<file path="config.mk">
export PLATFORM = sky130hd
export DESIGN_NAME = lfsr_auth_seq_flat
export DESIGN_NICKNAME = d
export VERILOG_FILES = /design/src/rtl/lfsr_auth_seq_pkg.sv /design/src/rtl/lfsr_auth_seq_if.sv /design/src/rtl/lfsr_auth_seq_step.sv /design/src/rtl/lfsr_auth_seq.sv /design/src/flat_wrapper.sv
export SDC_FILE = /design/constraint.sdc
export NUM_CORES = 1
export LEC_CHECK = 0
export BUFFER_PORTS_ARGS = -buffer_cell sky130_fd_sc_hd__clkbuf_2
export CORE_ASPECT_RATIO = 0.7
export CORE_MARGIN = 4
export CORE_UTILIZATION = 30
export CTS_CLUSTER_SIZE = 10
export DETAILED_ROUTE_END_ITERATION = 8
export GPL_ROUTABILITY_DRIVEN = 0
export PLACE_DENSITY = 0.52
export SYNTH_ARGS = -nofsm -noshare
export SYNTH_HDL_FRONTEND = slang
export SYNTH_SLANG_ARGS = --single-unit
</file>
<file path="constraint.sdc">
create_clock -name clk -period 1.4 [get_ports clk]
set_input_delay 0 -clock clk [delete_from_list [all_inputs] [get_ports clk]]
set_output_delay 0 -clock clk [all_outputs]
set_load 0.05 [all_outputs]
</file>
<file path="src/rtl/lfsr_auth_seq_pkg.sv">
// Shared types and helpers for the LFSR challenge/response sequencer.
// Holds the FSM encoding, the reseed command nibble and a parity reduction.
package lfsr_auth_pkg;

  typedef enum logic [1:0] {
    ST_IDLE   = 2'd0,
    ST_RUN    = 2'd1,
    ST_LOCKED = 2'd2
  } state_t;

  localparam logic [3:0] CMD_SEED = 4'hF;

  // Callers zero-extend narrower vectors, which leaves the parity unchanged.
  function automatic logic parity(input logic [31:0] v);
    return ^v;
  endfunction

endpackage

</file>
<file path="src/rtl/lfsr_auth_seq_if.sv">
// Bus-side signals of the sequencer: decoded select, read qualifier,
// challenge nibble and the tristated response bit.
interface lfsr_auth_seq_if;

  logic       sel;
  logic       rd;
  logic [3:0] addr;
  logic       sd;
  logic       sd_oe;

  modport master (
    output sel,
    output rd,
    output addr,
    input  sd,
    input  sd_oe
  );

  modport slave (
    input  sel,
    input  rd,
    input  addr,
    output sd,
    output sd_oe
  );

endinterface

</file>
<file path="src/rtl/lfsr_auth_seq_step.sv">
// Purely combinational single-step LFSR advance, Fibonacci or Galois form.
// The lock-up guard for the all-zero state lives in the caller.
module lfsr_step
  import lfsr_auth_pkg::*;
#(
  parameter int unsigned          WIDTH    = 6,
  parameter logic [WIDTH-1:0]     TAP_MASK = 6'b100001,
  parameter bit                   GALOIS   = 1'b0
) (
  input  logic [WIDTH-1:0] i_state,
  output logic [WIDTH-1:0] o_next
);

  generate
    if (GALOIS) begin : g_galois
      // Right shift; the bit falling off the bottom folds the taps back in.
      always_comb begin
        o_next = (i_state >> 1) ^ (i_state[0] ? TAP_MASK : {WIDTH{1'b0}});
      end
    end else begin : g_fibonacci
      // Left shift; the tapped parity enters at bit 0.
      always_comb begin
        o_next = {i_state[WIDTH-2:0], parity(32'(i_state & TAP_MASK))};
      end
    end
  endgenerate

endmodule

</file>
<file path="src/rtl/lfsr_auth_seq.sv">
// LFSR challenge/response authenticator: every read access returns one
// response bit, checks the challenge nibble and advances the sequence.
module lfsr_auth_seq
  import lfsr_auth_pkg::*;
#(
  parameter int unsigned      WIDTH    = 6,
  parameter logic [WIDTH-1:0] TAP_MASK = 6'b100001,
  parameter logic [WIDTH-1:0] OUT_MASK = 6'b101001,
  parameter logic [WIDTH-1:0] SEED     = 6'b000001,
  parameter logic [3:0]       KEY      = 4'hA,
  parameter int unsigned      MAX_ERR  = 3,
  parameter bit               GALOIS   = 1'b0
) (
  input  logic               clk,
  input  logic               rst,
  lfsr_auth_seq_if.slave     bus,
  output logic [WIDTH-1:0]   state_o,
  output logic [3:0]         err_cnt,
  output logic               locked
);

  state_t           r_fsm;
  state_t           w_fsm_nxt;
  logic [WIDTH-1:0] r_lfsr;
  logic [WIDTH-1:0] w_lfsr_nxt;
  logic [WIDTH-1:0] w_step;
  logic [3:0]       r_err;
  logic [3:0]       w_err_nxt;
  logic [3:0]       w_err_inc;
  logic             w_acc;
  logic             w_cmd_seed;
  logic             w_chal_ok;
  logic             w_lfsr_zero;

  lfsr_step #(
    .WIDTH    (WIDTH),
    .TAP_MASK (TAP_MASK),
    .GALOIS   (GALOIS)
  ) u_step (
    .i_state (r_lfsr),
    .o_next  (w_step)
  );

  assign w_acc       = bus.sel & bus.rd;
  assign w_cmd_seed  = (bus.addr == CMD_SEED);
  assign w_chal_ok   = (bus.addr == (r_lfsr[3:0] ^ KEY));
  assign w_lfsr_zero = (r_lfsr == {WIDTH{1'b0}});
  assign w_err_inc   = r_err + 4'd1;

  // Response reflects the state before the edge; outside RUN it is forced low.
  assign bus.sd_oe = w_acc;
  assign bus.sd    = (r_fsm == ST_RUN) & parity(32'(r_lfsr & OUT_MASK));

  assign state_o = r_lfsr;
  assign err_cnt = r_err;
  assign locked  = (r_fsm == ST_LOCKED);

  always_comb begin
    w_fsm_nxt  = r_fsm;
    w_lfsr_nxt = r_lfsr;
    w_err_nxt  = r_err;
    case (r_fsm)
      ST_IDLE: begin
        if (w_acc) begin
          w_fsm_nxt  = ST_RUN;
          w_lfsr_nxt = SEED;
          w_err_nxt  = 4'd0;
        end
      end
      ST_RUN: begin
        if (w_acc) begin
          if (w_cmd_seed) begin
            w_lfsr_nxt = SEED;
            w_err_nxt  = 4'd0;
          end else begin
            w_lfsr_nxt = w_lfsr_zero ? SEED : w_step;
            // The count never exceeds MAX_ERR since reaching it leaves RUN.
            if (!w_chal_ok) begin
              w_err_nxt = w_err_inc;
              if (w_err_inc == 4'(MAX_ERR)) begin
                w_fsm_nxt = ST_LOCKED;
              end
            end
          end
        end
      end
      ST_LOCKED: begin
        if (w_acc && w_cmd_seed) begin
          w_fsm_nxt  = ST_RUN;
          w_lfsr_nxt = SEED;
          w_err_nxt  = 4'd0;
        end
      end
      default: begin
        w_fsm_nxt = ST_IDLE;
      end
    endcase
  end

  always_ff @(posedge clk) begin
    if (rst) begin
      r_fsm  <= ST_IDLE;
      r_lfsr <= SEED;
      r_err  <= 4'd0;
    end else begin
      r_fsm  <= w_fsm_nxt;
      r_lfsr <= w_lfsr_nxt;
      r_err  <= w_err_nxt;
    end
  end

endmodule

</file>
<file path="src/flat_wrapper.sv">
// flat-port wrapper written by rule: the top's interface ports become plain ports
module lfsr_auth_seq_flat import lfsr_auth_pkg::*;
#(
  parameter int unsigned      WIDTH    = 6,
  parameter logic [WIDTH-1:0] TAP_MASK = 6'b100001,
  parameter logic [WIDTH-1:0] OUT_MASK = 6'b101001,
  parameter logic [WIDTH-1:0] SEED     = 6'b000001,
  parameter logic [3:0]       KEY      = 4'hA,
  parameter int unsigned      MAX_ERR  = 3,
  parameter bit               GALOIS   = 1'b0
)
  (clk, rst, state_o, err_cnt, locked, bus_sel, bus_rd, bus_addr, bus_sd, bus_sd_oe);
  lfsr_auth_seq_if bus_i ();
  input  logic clk;
  input  logic rst;
  output logic [WIDTH-1:0] state_o;
  output logic [3:0] err_cnt;
  output logic locked;
  input wire logic [$bits(bus_i.sel)-1:0] bus_sel;
  input wire logic [$bits(bus_i.rd)-1:0] bus_rd;
  input wire logic [$bits(bus_i.addr)-1:0] bus_addr;
  output wire logic [$bits(bus_i.sd)-1:0] bus_sd;
  output wire logic [$bits(bus_i.sd_oe)-1:0] bus_sd_oe;
  assign bus_i.sel = bus_sel;
  assign bus_i.rd = bus_rd;
  assign bus_i.addr = bus_addr;
  assign bus_sd = bus_i.sd;
  assign bus_sd_oe = bus_i.sd_oe;
  lfsr_auth_seq #(.WIDTH(WIDTH), .TAP_MASK(TAP_MASK), .OUT_MASK(OUT_MASK), .SEED(SEED), .KEY(KEY), .MAX_ERR(MAX_ERR), .GALOIS(GALOIS)) u_core (.clk(clk), .rst(rst), .bus(bus_i), .state_o(state_o), .err_cnt(err_cnt), .locked(locked));
endmodule
</file>
* Word-level counts from Yosys, hierarchy flattened
Cells that the tools add are included.
Word-level totals: input bits 8, logic and storage cells 47, output and inout bits 13, flip-flop bits (word level) 12
Operators by class: $add $sub $neg 1, equal/unequal tests 12, bitwise gates (word level) 3, reduce and logical (&&, ||, !) cells 9, muxes and demuxes 19
Operators by type and width (number):
- parity 32 bit | 2
- 2-to-1 mux 6 bit | 5
- 2-to-1 mux 4 bit | 5
- one-hot mux 6 bit (3 select lines) | 1
- 2-to-1 mux 2 bit | 6
- one-hot mux 4 bit (3 select lines) | 1
- logical NOT 6 bit | 1
- != test 2 x 1 -> 1 bit, second input constant | 3
- != test 2 bit, second input constant | 3
- one-hot mux 2 bit (3 select lines) | 1
- AND reduction 6 bit | 1
- AND reduction 5 bit | 1
- adder 4 x 1 -> 4 bit, second input constant | 1
- == test 4 x 2 -> 1 bit, second input constant | 1
- == test 4 bit | 1
- == test 4 bit, second input constant | 1
- AND reduction 4 bit | 1
- != test 3 x 2 -> 1 bit, second input constant | 1
- nonzero test 3 bit | 1
- AND 1 bit | 2
- == test 2 x 1 -> 1 bit, second input constant | 1
- == test 2 bit, second input constant | 1
- logical NOT 2 bit | 1
- NOT 2 bit | 1
- logical AND 1 bit | 1

* Logic depth before layout (Yosys ltp)
Gate-level depths: netlist of run 1.
word-level depth 7, gate-level depth with buffers 5, mapped depth without buffers 5

* Hierarchy
From an unflattened synthesis of run 1, not the netlist that was laid out.
Second synthesis, totals: cell total of the unflattened synthesis 89, area total of the unflattened synthesis 749.5 um^2
Modules (own cells, without submodules):
- lfsr_auth_seq | cells each 83, times used 1, area each 703.2 um^2
- lfsr_step | cells each 6, times used 1, area each 46.3 um^2

* Worst setup path after synthesis of run 1
No wires, ideal clock.
path kind register to register, start point reg u_core.r_lfsr[3], in the netlist u_core.state_o[3], end point reg u_core.r_err[3], in the netlist u_core.err_cnt[3], path slack -274 ps, required time 1283 ps, clock period less this slack 1674 ps, stages on the path, launching flop included 5, buffers on the path 0, data arrival time 1556 ps, cell sequence dfxtp_1 xor2_1 nand4_1 o21a_1 a32o_1
Between the ends: word-level cells in the longest chain between the ends 4
Ends and longest elaborated chain:
- start, declared | line lfsr_auth_seq.sv:24 | logic [WIDTH-1:0] r_lfsr;
- start signal, assigned | line lfsr_auth_seq.sv:107 | r_lfsr <= w_lfsr_nxt;
- NOT 2 bit (no source line)
- == test 4 bit | line lfsr_auth_seq.sv:46 | assign w_chal_ok = (bus.addr == (r_lfsr[3:0] ^ KEY));
- != test 3 x 2 -> 1 bit (no source line)
- AND reduction 5 bit (no source line)
- end signal, assigned | line lfsr_auth_seq.sv:108 | r_err <= w_err_nxt;
- end, declared | line lfsr_auth_seq.sv:27 | logic [3:0] r_err;
No other way between the ends. A chain may end at the register's enable or synchronous reset.

* Worst setup path in the final report of run 1
start point reg u_core.r_fsm[1], end point reg u_core.r_lfsr[0], in the netlist u_core.state_o[0]
Between the ends: word-level cells in the longest chain between the ends 3, elaborated cells between the ends (all ways) 9, those cells by class 5 x eq/ne; 1 x mux; 3 x reduce/logical
Ends and longest elaborated chain:
- start, declared | line lfsr_auth_seq.sv:22 | state_t r_fsm;
- start signal, assigned | line lfsr_auth_seq.sv:106 | r_fsm <= w_fsm_nxt;
- == test 2 x 1 -> 1 bit (tied with other cells) | line lfsr_auth_seq.sv:62 | case (r_fsm)
- != test 2 x 1 -> 1 bit (no source line) or nonzero test 3 bit (tied branches)
- AND reduction 4 bit (no source line)
Several ways; a longest one is shown, not always the timed one.

==> out/metrics.yaml, run 1 <==
clock_tree:
  clock_latency_ns: 0.27
  numCtsBuffers: 3
  clockRootBuffer: "clkbuf_4"
  cts_tree: "yes"
  cts-htree-levels: 1
  postCtsHoldBufs: 0
  clkSinkCount: 12
  cts.path.max_buffers: 2
  clk_pin_slew_ns: 0.08
place:
  dp_slack_ns: 0.02815
  port_buffers: 20
  dp_hpwl_mm: 1.593
  dp_cells: 148
floorplanning:
  dieWidth_um: 67.69
  num_rows: 14
  start_util: 0.3311
  dieArea_um2: 3370
  ioPinCount: 21
  core_area_um2: 2260
  die_h_um: 49.79
sta:
  max_freq_ghz: 0.7346
  period_share: 0.9724
  period_needed_ns: 1.361
  finalSetupTns_ns: 0
  hold_viol: 0
  finalSetupViolations: 0
  layout_setup_ws_ns: 0.03862
  skew_ns: 0.002726
  relSlewSlack: 0.8143
  slew_violations: 0
  rsz0062_at_grt: "yes"
  tightest_slew_ns: 0.2783
power_and_ir_drop:
  power_frac_clock: 0.363
  leakagePower_nw: 0.4378
  ir_drop_v: 0.0004991
  switching_share: 0.2691
  p_switching_w: 0.0002064
  p_seq_frac: 0.459
  pwr_density_cell_nw_per_um2: 720.9
  cellInternalPower_w: 0.0005604
  p_comb_frac: 0.178
grt:
  grt_overflow: 0
  grt_busiest_layer: "met1"
  grt_max_degree: 17
  track_usage: 0.1374
  use_met2: 0.1777
  first_global_vias: 728
  antenna_found_initial: 0
  grt_pass1_wl_mm: 3.532
  grtUsageMet3: 0.06136
  use_met1: 0.1973
yosys:
  netlist.area_leader.share: 0.3211
  synth.largest_area_cell: "dfxtp_1"
  syn_area_um2: 748.2
  yosysWarnings: 0
  ys_ff_latch: 12
  synth_nets: 100
  ys_seq_area_frac: 0.3211
  yosysUniqueCellTypes: 33
  synthCells: 90
  avgSynthCellArea_um2: 8.314
  ys_top_cells_by_area: "dfxtp_1, mux2i_1, nor2_1, nor3b_1, xnor2_1"
worst_setup_path:
  path_cells: "nand2b_4, or4_1, a21o_1, a21o_1"
  cpPeakStageDelay_ns: 0.46
  worstSetupStartpointType: "flop"
  cp_data_required_time_ns: 1.57
  cp_top_family: "simple AND/OR/NAND/NOR gates"
  rrSetupSlack_ns: 0.04
  r2r_end: "u_core.state_o[0]"
  crit_type: "reg2reg"
  r2r_start: "u_core.r_fsm[1]"
  crit_slowest_cell: "or4_1"
  crit_top_cell: "a21o_1"
  ff2ff_path_depth: 4
  cp_max_fo: 4
  worstPathArrival_ns: 1.53
  critPathCaptureType: "flop"
  crit_buf_inv: 0
  setup.worst_path.start: "u_core.r_fsm[1]"
finish:
  synthToLayoutAreaGrowth_pct: 42.14
  fin_cells: 154
  layout-drive-gt1-share: 0.4590
  antenna_cells: 0
  final_nets: 133
detailed_routing:
  ant_nets: 0
  routed_via_density: 4.981
  wl_per_cell_um: 13.42
  initialDrtViolationCount: 31
  totalWireLength_mm: 2.067
  drcViolationCount: 0
  vias: 767
  firstDrtPassIters: 4
hold_path:
  hold_start: "rst"
  hp-class: "in2reg"
  hold_end: "u_core.state_o[1]"
  whs_path_depth: 3
status:
  run_status: "completed"
run:
  maxCapViolCount: 0
-- cell type report --
| class | count | area, µm² |
|---|---|---|
| fillers | 233 | 1196 |
| multi-input cells | 72 | 523.0 |
| flip-flops and latches | 12 | 256.5 |
| repair buffers | 32 | 200.2 |
| well taps | 32 | 40.04 |
| clock buffers | 4 | 36.28 |
| inverters | 2 | 7.507 |
-- how the worst max path moves through the flow --
stage,end,slack [ns],depth (start not counted)
after floorplan,u_core.err_cnt[3],-0.08,4
after global placement,u_core.state_o[0],0.08,4
after detailed placement,u_core.state_o[5],0.03,5
after CTS,u_core.state_o[5],0.01,5
after global routing,u_core.state_o[3],-0.03,5
final,u_core.state_o[0],0.04,4
-- stage by stage --
| stage | power (W) | utilization | cell area (µm²) | hold WS (ns) |
|---|---|---|---|---|
| 3_5_place_dp | 0.0004830 | 0.4302 | 972.2 | 0.4038 |
| 4_1_cts | 0.0007719 | 0.4474 | 1011 | 0.1052 |
| 6_report | 0.0007667 | 0.4707 | 1064 | 0.1170 |
| 5_1_grt | 0.0008109 | 0.4707 | 1064 | 0.1311 |
| 2_1_floorplan | 0.0004411 | - | 780.7 | 0.3488 |
| 3_3_place_gp | 0.0004814 | 0.4302 | 972.2 | 0.4162 |
-- flip-flops by register name, indices dropped and copies added (netlist names) --
register        cells
u_core.state_o      6
u_core.r_fsm        2
u_core.err_cnt      4
-- power groups by stage --
stage | clock (W) | combinational [W] | sequential [W]
after floorplan | 0 | 0.0000745 | 0.000367
after global placement | 0 | 0.000120 | 0.000361
after detailed placement | 0 | 0.000121 | 0.000362
after CTS | 0.000295 | 0.000123 | 0.000354
after global routing | 0.000309 | 0.000148 | 0.000353
final | 0.000279 | 0.000136 | 0.000352
-- cells by family after synthesis --
kind of cell             share of synthesized area
flip-flops                                  0.3211
multiplexers                               0.06689
buffers and inverters                      0.03344
adder cells (fa/ha/maj)                    0.03344
AND/OR/NAND/NOR                             0.3311
AO/OA/AOI/OAI                               0.1438
XOR/XNOR                                   0.07025
-- worst reg2reg max path, delay by kind of cell, from the launching register on --
kind | cells | cell delay (ns)
and+or+nand+nor | 2 | 0.60
AOI/OAI and AO/OA | 2 | 0.31
DFF | 1 | 0.35
-- per-layer routing --
metal | share of wire | routed length (µm)
met5 | 0 | 0
met4 | 0.018 | 38
met3 | 0.057 | 118
met2 | 0.42 | 868
met1 | 0.50 | 1041
-- synthesized netlist by cell type --
cell / instances
xor2_1: 3
ha_1: 2
nor3b_1: 4
a32o_1: 1
a21oi_1: 2
a21o_1: 3
nand2b_1: 4
nor2b_1: 2
clkbuf_1: 2
nor2_1: 10
clkbuf_2: 1
o22ai_2: 1
and3b_1: 1
dfxtp_1: 12
o211ai_1: 1
mux2i_1: 5
a21boi_0: 1
nor3_1: 5
and4_1: 1
or4_1: 2
o21ai_0: 1
nand4_1: 4
o221ai_1: 1
o2111ai_1: 1
xnor2_1: 3
nand2_1: 6
nand3_1: 2
nand3b_1: 2
buf_2: 1
inv_1: 2
o31ai_1: 1
o21a_1: 1
nor4_1: 2
-- cell usage in the layout, fill, tap and decap left out, types with 2 or more instances in the layout --
cell type and instances:
a21o_1 3, a21oi_1 2, buf_4 11, buf_6 2, clkbuf_2 19, clkbuf_4 3, dfxtp_2 10, inv_1 2
mux2i_1 4, nand2_1 6, nand2b_1 3, nand3_1 2, nand3b_1 2, nand4_1 4, nor2_1 9, nor3_1 4
nor3b_1 4, nor4_1 2, or4_1 2, xnor2_1 3, xor2_1 2
-- timing repair --
action	4_1_cts	5_1_grt
buffers inserted	0	2
pin swaps	0	3
endpoints found under the setup margin	1	8
resized for setup	1	10
Note: power is estimated with default switching activity, not from simulation.
==> run 2, diff against run 1 <==
==> constraint.sdc (replaced) <==
create_clock -name clk -period 1.4 [get_ports clk]
set_input_delay 0 -clock clk [delete_from_list [all_inputs] [get_ports clk]]
set_output_delay 0 -clock clk [all_outputs]
set_load 0.1 [all_outputs]
==> run 2 against run 1 <==
Maximum frequency increased by 3.9%. Largest cell class unchanged. Non-clock buffer count fell by 4. Register-to-register slack improved by 0.05 ns.
==> out/metrics.yaml, run 2 (synthesized netlist as in run 1, its figures left out) <==
floorplanning:
  dieWidth_um: 67.69  # unchanged
  num_rows: 14  # unchanged
  dieArea_um2: 3370  # unchanged
  core_area_um2: 2260  # unchanged
  die_h_um: 49.79  # unchanged
  ioPinCount: 21  # unchanged
  start_util: 0.3311  # unchanged
clock_tree:
  cts-htree-levels: 1  # unchanged
  postCtsHoldBufs: 0  # unchanged
  cts.path.max_buffers: 2  # unchanged
  clk_pin_slew_ns: 0.08  # about the same
  clockRootBuffer: "clkbuf_4"
  cts.repair.resized: 0  # -1
  clkSinkCount: 12  # unchanged
  clock_latency_ns: 0.27  # about the same
  cts_setup_buffers: 0  # unchanged
  cts_tree: "yes"
  numCtsBuffers: 3  # unchanged
worst_setup_path:
  crit_type: "reg2out"
  critPathCaptureType: "output pin"
  cp_max_fo: 6  # +2
  cp_data_required_time_ns: 1.40  # -0.17 ns
  worstSetupStartpointType: "flop"
  worstPathArrival_ns: 1.31  # -0.22 ns
finish:
  layout-drive-gt1-share: 0.4153  # -0.04376
  fin_area_um2: 1056  # -0.71%
  antenna_cells: 0  # unchanged
  regArea_um2: 277.8  # +8.3%
  final_core_util: 0.4673  # -0.003322
  layout_common_cells: "clkbuf_2, nor2_1, dfxtp_4"
  multiInputGateArea_um2: 523.0  # unchanged
  fin_cells: 150  # -2.6%
  largest_reg_flops: 6  # unchanged
  fill_cells: 216  # -7.3%
  synthToLayoutAreaGrowth_pct: 41.14
  final_common_cell: "clkbuf_2"
  final_nets: 129  # -3.0%
power_and_ir_drop:
  pwr_density_cell_nw_per_um2: 676.9  # -6.1%
  ir_drop_v: 0.0003097  # -38%
  leakagePower_nw: 0.4227  # -3.4%
detailed_routing:
  routed_via_density: 5.120  # +2.8%
  drcViolationCount: 0  # unchanged
  ant_nets: 0  # unchanged
  vias: 768  # +0.13%
  totalWireLength_mm: 2.086  # +0.92%
  firstDrtPassIters: 4  # unchanged
  wl_per_cell_um: 13.91  # +3.6%
  initialDrtViolationCount: 57  # +84%
grt:
  first_global_vias: 750  # +3.0%
  grt_pass1_wl_mm: 3.691  # +4.5%
  track_usage: 0.1465  # +0.009054
  use_met1: 0.2022  # +0.004907
  use_met2: 0.2132  # +0.03554
  grt_busiest_layer: "met2"
  grt_overflow: 0  # unchanged
  grtUsageMet3: 0.04318  # -0.01818
  antenna_found_initial: 0  # unchanged
  grt_max_degree: 17  # unchanged
sta:
  period_share: 0.9362  # -0.03626
  layout_setup_ws_ns: 0.08939  # +0.05077 ns
  skew_ns: 0.001593  # -0.001133 ns
  rsz0062_at_grt: "no"
  tightest_slew_ns: 0.5446  # +0.2664 ns
  max_freq_ghz: 0.7630  # +3.9%
  relSlewSlack: 0.6385  # -0.1758
  slew_violations: 0  # unchanged
  hold_viol: 0  # unchanged
  period_needed_ns: 1.311  # -0.05077 ns
  finalSetupViolations: 0  # unchanged
place:
  dp_cells: 146  # -1.4%
  port_buffers: 20  # unchanged
  dp_hpwl_mm: 1.621  # +1.8%
  dp_slack_ns: 0.05988  # +0.03173 ns
  placed_area_um2: 1021  # +5.0%
run:
  maxCapViolCount: 0  # unchanged
status:
  run_status: "completed"
hold_path:
  hp-class: "in2reg"
-- run 2: cell type report --
cell class / instances / share of cell area
Clock buffer: 3 / 0.02133
Clock inverter: 1 / 0.003555
Sequential cell: 12 / 0.2630
Timing Repair Buffer: 28 / 0.1718
Inverter: 2 / 0.007109
Tap cell: 32 / 0.03791
Multi-Input combinational cell: 72 / 0.4953
-- run 2: worst paths after layout --
check	start	to	slack [ns]	cells after the start
min reg2reg	u_core.state_o[1]	u_core.state_o[1]	0.52	2
max	u_core.state_o[3]	bus_sd	0.09	4
max reg2reg	u_core.r_fsm[1]	u_core.state_o[0]	0.09	4
min	rst	u_core.err_cnt[2]	0.09	3
-- run 2: where the power goes --
part / switching [W] / total [W] / internal (W)
sequential: 0.00000574 / 0.000335 / 0.000329
combinational: 0.000104 / 0.000161 / 0.0000570
clock: 0.000116 / 0.000219 / 0.000103
-- run 2: critical path: stages, from the launching register on --
cell,delay (ns)
dfxtp_4,0.39
xor2_1,0.21
xnor2_1,0.13
nor2_4,0.13
buf_12,0.18
-- run 2: metrics by stage --
stage               setup TNS, ns  hold WS, ns  total power (W)
floorplan                 -0.1078       0.3544        0.0004484
global placement                0       0.3722        0.0005005
detailed placement              0       0.3639        0.0005005
CTS                             0      0.07768        0.0007287
finish                          0      0.08558        0.0007148
global route                    0       0.1241        0.0007633
-- run 2: layer usage --
metal | vias up | wire (µm)
met5 | - | 0
met3 | 4 | 84
met1 | 363 | 1020
li1 | 390 | -
met4 | 0 | 24
met2 | 11 | 956
